<file path="src/rtl/mem_sequencer.sv">
// mem_sequencer: LC-3b/LC-3X MEM-stage sequencer expanding instructions into 0-2 memory phases or a timed MUL/DIV slot.
// Optional memory watchdog enabled by defining MEM_TIMEOUT_EN.
module mem_sequencer #(
  parameter int DATA_WIDTH     = 16,
  parameter int MULDIV_CYCLES  = 16,
  parameter int TIMEOUT_CYCLES = 255
) (
  input  logic                  clk,
  input  logic                  rst,
  input  logic                  in_valid,
  output logic                  in_ready,
  input  logic [3:0]            in_opcode,
  input  logic [1:0]            in_lc3x,
  input  logic [DATA_WIDTH-1:0] in_addr,
  input  logic [DATA_WIDTH-1:0] in_wdata,
  input  logic [1:0]            in_byte_en,
  input  logic                  flush,
  output logic [DATA_WIDTH-1:0] mem_addr,
  output logic [DATA_WIDTH-1:0] mem_wdata,
  output logic [1:0]            mem_byte_enable,
  output logic                  mem_read,
  output logic                  mem_write,
  input  logic [DATA_WIDTH-1:0] mem_rdata,
  input  logic                  mem_resp,
  output logic                  stall,
  output logic                  out_valid,
  output logic [DATA_WIDTH-1:0] out_rdata,
  output logic                  timeout_err
);
  localparam int CW = $clog2(MULDIV_CYCLES);
  typedef enum logic [2:0] {IDLE, MEM1, MEM2, MD, DONE} state_t;
  typedef enum logic [2:0] {C_PASS, C_READ1, C_WRITE1, C_IND_RD, C_IND_WR, C_MD} cls_t;
  state_t state, state_n;
  cls_t cls, in_cls;
  logic [DATA_WIDTH-1:0] addr, wdata, ptr;
  logic [1:0] be;
  logic [CW-1:0] cnt;
  logic kill, accept, mem_busy, ind, to;
  assign accept   = in_valid && state == IDLE && !flush;
  assign mem_busy = state == MEM1 || state == MEM2;
  assign ind      = cls == C_IND_RD || cls == C_IND_WR;
  always_comb begin
    in_cls = C_PASS;
    case (in_opcode)
      4'b0110, 4'b0010, 4'b1111: in_cls = C_READ1;
      4'b0111, 4'b0011:          in_cls = C_WRITE1;
      4'b1010:                   in_cls = C_IND_RD;
      4'b1011:                   in_cls = C_IND_WR;
      4'b0001:                   in_cls = (in_lc3x == 2'b01 || in_lc3x == 2'b10) ? C_MD : C_PASS;
      default:                   in_cls = C_PASS;
    endcase
  end
  always_comb begin
    state_n = state;
    case (state)
      IDLE: if (accept) state_n = in_cls == C_MD ? MD : in_cls == C_PASS ? DONE : MEM1;
      MEM1: if (to) state_n = IDLE;
            else if (mem_resp) state_n = (kill || flush) ? IDLE : ind ? MEM2 : DONE;
      MEM2: if (to) state_n = IDLE;
            else if (mem_resp) state_n = (kill || flush) ? IDLE : DONE;
      MD:   state_n = flush ? IDLE : cnt == '0 ? DONE : MD;
      DONE: state_n = IDLE;
      default: state_n = IDLE;
    endcase
  end
  // Requests are pure decodes of registered state so they stay stable until resp.
  assign in_ready  = state == IDLE;
  assign stall     = state != IDLE;
  assign out_valid = state == DONE && !flush;
  assign mem_read  = (state == MEM1 && cls != C_WRITE1 && cls != C_MD && cls != C_PASS) ||
                     (state == MEM2 && cls == C_IND_RD);
  assign mem_write = (state == MEM1 && cls == C_WRITE1) || (state == MEM2 && cls == C_IND_WR);
  assign mem_addr  = state == MEM2 ? ptr : addr;
  assign mem_wdata = wdata;
  assign mem_byte_enable = mem_write ? be : 2'b11;
  always_ff @(posedge clk) begin
    if (rst) begin
      state     <= IDLE;
      cls       <= C_PASS;
      addr      <= '0;
      wdata     <= '0;
      be        <= '0;
      ptr       <= '0;
      out_rdata <= '0;
      kill      <= 1'b0;
      cnt       <= '0;
    end else begin
      state <= state_n;
      if (accept) begin
        cls   <= in_cls;
        addr  <= in_addr;
        wdata <= in_wdata;
        be    <= in_byte_en;
      end
      if (state == MEM1 && mem_resp) ptr <= mem_rdata;
      if (mem_read && mem_resp) out_rdata <= mem_rdata;
      kill <= state == IDLE ? 1'b0 : kill | (mem_busy & flush);
      cnt  <= accept ? CW'(MULDIV_CYCLES - 1) : state == MD ? cnt - 1'b1 : cnt;
    end
  end
`ifdef MEM_TIMEOUT_EN
  localparam int TW = $clog2(TIMEOUT_CYCLES + 1);
  logic [TW-1:0] wd;
  logic err;
  assign to = mem_busy && !mem_resp && wd == TW'(TIMEOUT_CYCLES - 1);
  assign timeout_err = err;
  always_ff @(posedge clk) begin
    if (rst) begin
      wd  <= '0;
      err <= 1'b0;
    end else begin
      wd  <= (mem_busy && state_n == state) ? wd + 1'b1 : '0;
      err <= err | to;
    end
  end
`else
  assign to = 1'b0;
  assign timeout_err = 1'b0;
`endif
endmodule
</file>
<file path="config.mk">
export PLATFORM = sky130hd
export DESIGN_NAME = mem_sequencer
export DESIGN_NICKNAME = d
export VERILOG_FILES = /design/src/rtl/mem_sequencer.sv
export SDC_FILE = /design/constraint.sdc
export NUM_CORES = 1
export LEC_CHECK = 0
export ABC_AREA = 1
export CELL_PAD_IN_SITES_DETAIL_PLACEMENT = 0
export CELL_PAD_IN_SITES_GLOBAL_PLACEMENT = 1
export CORE_MARGIN = 1.5
export CORE_UTILIZATION = 31
export CTS_BUF_LIST = sky130_fd_sc_hd__clkbuf_16
export DETAILED_ROUTE_END_ITERATION = 7
export PLACE_DENSITY = 0.81
export SETUP_SLACK_MARGIN = 0.2
export SLEW_MARGIN = 25
export SYNTH_ARGS = -nofsm -noshare
export SYNTH_HDL_FRONTEND = slang
export SYNTH_SLANG_ARGS = --single-unit
export TNS_END_PERCENT = 50
</file>
<file path="constraint.sdc">
create_clock -name clk -period 2.2 [get_ports clk]
set_clock_uncertainty 0.2 [all_clocks]
set_input_delay 0.22 -clock clk [delete_from_list [all_inputs] [get_ports clk]]
set_output_delay 0.22 -clock clk [all_outputs]
set_load 0.05 [all_outputs]
</file>
==> flow_summary.ini <==
[sta]
hold_violations = 0
rsz0062_at_grt = true
fin_crit_ps = 1980
worst_slew_pin_slew_ps = 521
maxSlewViolCount = 0
min_period_over_period_pct = 89.9
setup_violations = 0
fmax_mhz = 505
worst_slack_ps = 221
tns_ps = 0
relSlewSlack_pct = 65.2

[detailed_routing]
dr.pass1.iters = 4
vias = 3262
wl_mm = 8.98
detail_route.iter0.violations = 135
drt-vias-per-instance = 4.59
ant_nets = 0
wl_per_cell_microns = 12.6
route.detailed.drc = 0

[clock_network]
holdBufCountCts = 0
ctsRootBufferMaster = clkbuf_16
cts_tree = done
clock_sinks = 77
cts_max_level = 3
clk_latency_ps = 320
cts.path.max_buffers = 2
cts_buffers = 9
clk_pin_slew_ps = 60

[worst_setup_path]
cp_slowest_cell = dfxtp_2
start_kind = flip-flop
worstSetupPathType = reg2out
cp.arrival_ps = 1560
crit_chain = inv_1 > nor2_4 > nand2_4 > o32ai_4 > nand2_1 > buf_6
cp-end-kind = primary output
cp_max_fo = 3
cp.required_ps = 1780
slowest_delay_ps = 350

[cells_and_area]
antenna_cells = 0
drive_gt1_share_pct = 15.5
n_fill_cell = 978
area_growth_pct = 59.9
mostFrequentLayoutCell = nor2_1
layout_common_cells = nor2_1, clkdlybuf4s50_1, dfxtp_1
nets = 632

[job]
maxCapViolCount = 0

[outcome]
status = finished clean

[placed_design]
place_hpwl_mm = 6.45
preCtsSetupSlack_ps = 299
place_congestion = 0.817
port_buffers = 115

[min_path]
hold_class = reg2reg

[floorplanning]
coreArea_sq_um = 10300
die_area_sq_um = 11200
ioPinCount = 117
die_y_microns = 106
die_w_microns = 106
placementRows = 37
initial_core_util_pct = 31.8

[yosys]
synth_top_family_by_area = simple AND/OR/NAND/NOR gates
synth_mux_area_share_pct = 0
yosysWarnings = 0
synthesis.area_sq_um = 3280
synthAdderAreaFrac_pct = 0.381
synth_cell_types = 29
yosys.area_share.xor_xnor_pct = 0
synth_nets = 516
ys_seq_elements = 77
synth_compound_area_share_pct = 19.5
synthSimpleGateAreaFrac_pct = 22.7
ys_seq_area_share_pct = 46.9
synthCells = 454
syn-mean-instance-area_sq_um = 7.23

[power_and_ir_drop]
p_per_area_nw_per_um2 = 799
ir_drop_mv = 0.422
p_leak_nw = 2.17

[grt]
grt_pass1_wl_mm = 14.4
grtUsageMet1_pct = 20.2
antenna_found_initial = 0
grt_busiest_layer = met2
grt_pass1_vias = 3079
grt_use_total_pct = 16.0
met3_usage_pct = 4.66
grt_max_degree = 39
gr-total-overflow = 0
met2_usage_pct = 27.2
through the flow:
stage | hold WS (ps) | total power, mW | util, % | cell area [sq um] | std cells
4_1_cts | 256 | 4.22 | 50.2 | 5180 | 709
5_1_grt | 267 | 4.39 | 50.9 | 5250 | 711
2_1_floorplan | 89.1 | 2.17 | - | 3310 | 454
3_3_place_gp | 242 | 2.59 | 46.2 | 4770 | 691
6_report | 266 | 4.20 | 50.9 | 5250 | 711
3_5_place_dp | 247 | 2.60 | 46.2 | 4770 | 691
critical path, delay by kind of cell (launching register included):
family / cells / cell delay (ps)
AOI/OAI and AO/OA: 1 / 340
buffers and inverters: 2 / 240
DFF: 1 / 350
and+or+nand+nor: 3 / 300
timing repair:
action                     CTS  global route
buffers inserted             1             2
setup endpoints to repair   20            20
pin swaps                    1             3
gates resized for setup     15            17
cloned                       1             0
logic make-up after synthesis:
family,after synthesis
flops,77
compound gates,124
simple gates,179
buf+inv,72
fa+ha+maj,1
other cells,1
path summary, 6_finish.rpt:
check                               from                  to  slack (ps)  cells after the start
worst max-delay path            state[0]  mem_byte_enable[0]         220                      6
worst min-delay path               be[0]               be[0]         270                      2
worst max register to register  state[0]        out_rdata[0]         430                     11
worst min register to register     be[0]               be[0]         270                      2
report_power, final:
part / internal (mW) / leakage, nW / switching (mW)
sequential: 1.50 / 0.630 / 0.0503
clock: 0.997 / 0.150 / 0.589
combinational: 0.436 / 1.39 / 0.621
synthesized netlist by cell type:
cell,instances,share of area (%)
nand3_1,6,0.91
inv_6,1,0.27
clkbuf_1,11,1.3
or3_1,1,0.19
buf_4,3,0.69
nor2_2,2,0.38
o32ai_1,1,0.27
ha_1,1,0.38
inv_4,3,0.57
o21ai_4,1,0.50
o211ai_1,2,0.46
nor2_1,109,12
buf_6,3,1.0
conb_1,1,0.11
nor3_1,3,0.46
dfxtp_1,77,47
nand3_4,1,0.53
o21ai_1,34,5.2
buf_2,4,0.61
nand2_4,2,0.69
a31oi_1,1,0.19
nand2_1,50,5.7
nor2_4,3,1.0
buf_12,1,0.61
inv_1,45,5.1
a21oi_1,23,3.5
o21ai_0,62,9.4
nand2_2,2,0.38
buf_1,1,0.11
flip-flops by register name, summed over array words and instances (netlist names):
register	cells
addr	16
be	2
cls	3
cnt	4
kill	1
mem_wdata	16
out_rdata	16
ptr	16
state	3
final cells by class:
type | instances | area, sq um | share of cell area (%)
clock buffer | 9 | 225 | 4.29
clock inverter | 7 | 96.3 | 1.83
inverter | 49 | 199 | 3.79
multi-input combinational | 305 | 1520 | 28.9
sequential | 77 | 1550 | 29.4
tap | 136 | 170 | 3.24
timing repair buffer | 128 | 1500 | 28.5
layer usage:
| layer | wire [microns] | share of wire, % | vias to the layer above |
|---|---|---|---|
| met2 | 4300 | 48 | 93 |
| li1 | - | - | 1679 |
| met3 | 518 | 5.8 | 5 |
| met4 | 58 | 0.65 | 0 |
| met1 | 4100 | 46 | 1485 |
| met5 | 0 | 0 | - |
Note: power is estimated with default switching activity, not from simulation.
==> edit, RTL diff (config.mk and constraints unchanged) <==
Build with the macro `MEM_TIMEOUT_EN` defined.
--- a/src/rtl/mem_sequencer.sv
+++ b/src/rtl/mem_sequencer.sv
@@ -2,2 +2,4 @@
 // Optional memory watchdog enabled by defining MEM_TIMEOUT_EN.
+`define MEM_TIMEOUT_EN
+
 module mem_sequencer #(
Function: same outputs for any inputs over 10 cycles, from zero or initial values and one cycle with rst high; that may be too few to reach the edited logic, so the function may still have changed.
==> edit against the unedited design <==
- total power grew 4.1%
- clock power shrank 8%
- sequential cell count grew 9
- synthesized cell count grew 18%
- synthesized area grew 16%
- routed wire length grew 26%
- largest cell class is now multi-input gates
- design area grew 15%
- sequential power grew 10%
- count of clock-buffer cells in the layout is the same
- setup slack lost 0.0039 ns
- sequential share of layout area shrank 0.77 points
- critical path type unchanged
- highest routed layer unchanged
==> edit: results (changes against the unedited design) <==
| Metric | Value |
|---|---|
| Async S/R FF share, synth | 0 (unchanged) |
| Vias in the first global route | 3601 (+17%) |
| Delay-heaviest family, CP | buffers and inverters |
| DRT Pass-1 Iters | 4 (unchanged) |
| DP Area | 5374 µm² (+13%) |
| Via count of the routed design | 3793 (+16%) |
| Final estimated routing congestion in global placement | 0.8494 (+4.0%) |
| Max stage delay on crit path | 0.37 ns (+0.02 ns) |
| Largest net degree at the start of global routing | 41 (+5.1%) |
| Relative slew slack | 0.6421 (-0.009514) |
| First-pass GRT wire length | 18190 µm (+26%) |
| Status | completed |
| Worst-path cell with the longest stage delay | dfxtp_4 |
| Peak supply drop | 0.4477 mV (+6.0%) |
| Clk slew on worst S/H paths | 0.06 ns (about the same) |
| Synth unique cells | 30 (+3.4%) |
| Antenna violations before repair | 0 (unchanged) |
| Post-DR wirelength/cell | 13.94 µm (+10%) |
| Nets | 723 (+14%) |
| GRT Total Usage | 0.1777 (+0.01770) |
| Hold crit path type | register to register |
| Skew-Pair Late Insertion Delay | 0.33 ns |
| Lkg Pwr | 2.471 nW (+14%) |
| Htree depth | 3 (unchanged) |
| Initial detailed-routing violation count | 206 (+53%) |
| Sequential area share after synthesis | 0.4511 (-0.01819) |
| Crit-path max FO | 7 (+4) |
| Clock Tree Root | clkbuf_16 |
| # port buffers | 116 (+0.87%) |
| YS warnings | 0 (unchanged) |
| Post-Syn Nets | 598 (+16%) |
| Largest cells by area after synthesis | dfxtp_1 45%, nor2_1 11%, o21ai_0 9.6% |
| Share of cells above drive strength 1 | 0.1554 (+0.0005718) |
| Diode count | 0 (unchanged) |
| Number of buffers created by CTS | 9 (unchanged) |
| Top cells by count, synth | 110 x nor2_1, 86 x dfxtp_1, 75 x nand2_1 |
| Longest Clk Path Bufs | 2 (unchanged) |
| Arr. time, crit path | 1.56 ns (about the same) |
| Crit end category | output pin |
| HPWL Detailed | 7682 µm (+19%) |
## edit: metal layers
| metal | vias to the layer above | part of all wire | GRT usage |
|---|---|---|---|
| met5 | - | 0 | 0 |
| met4 | 0 | 0.014 | 0.05917 |
| met3 | 11 | 0.057 | 0.05154 |
| met2 | 109 | 0.47 | 0.2843 |
| met1 | 1705 | 0.45 | 0.2301 |
| li1 | 1968 | - | - |
## edit: area by class of cell
class	count	area, µm²
clock buffer	9	225.2
clock inverter	6	53.80
fill	1144	5978
inverter	54	205.2
multi-input combinational	365	1902
sequential	86	1730
tap	147	183.9
timing repair buffer	143	1733
## edit: stage by stage
stage          instances  setup slack, ns  hold WS, ns
2_1_floorplan        534           0.1083      0.08907
3_3_place_gp         779           0.1851       0.2383
3_5_place_dp         779           0.1244       0.2452
4_1_cts              802           0.1696       0.2500
5_1_grt              810           0.1607       0.2528
6_report             810           0.2174       0.2524
## edit: repair_timing
action / CTS / global route
resized for setup: 25 / 14
endpoints found under the setup margin: 28 / 28
hold buffers: 0 / 0
pin swaps: 3 / 2
endpoints found under the hold margin: 0 / 0
buffers inserted: 6 / 6
gates cloned: 2 / 2
## edit: report_power, final
group | total [W] | switching (W) | internal, W
Sequential | 0.00171 | 0.0000582 | 0.00165
Combinational | 0.00120 | 0.000682 | 0.000521
Clock | 0.00146 | 0.000596 | 0.000859
## edit: logic make-up (layout without fill, tap and decap cells)
group | Yosys count | count (layout) | synth area share
adders and majority gates | 3 | 3 | 0.009837
and+or+nand+nor | 233 | 233 | 0.2649
xor gates and xnor gates | 6 | 6 | 0.01377
DFF | 86 | 86 | 0.4511
AOI/OAI and AO/OA | 123 | 123 | 0.1708
buffers and inverters | 83 | 212 | 0.08951
## edit: tightest hold or removal path, stage by stage (launching register included)
cell	delay (ns)
dfxtp_1	0.29
inv_1	0.06
a21oi_1	0.06
## edit: worst paths after layout
| path | slack (ns) | cells past startpoint | endpoint | startpoint |
|---|---|---|---|---|
| setup / recovery | 0.22 | 7 | mem_addr[1] | state[0] |
| hold / removal | 0.25 | 2 | be[0] | be[0] |
| setup reg to reg | 0.34 | 11 | wd[4] | state[0] |
| hold reg to reg | 0.25 | 2 | be[0] | be[0] |
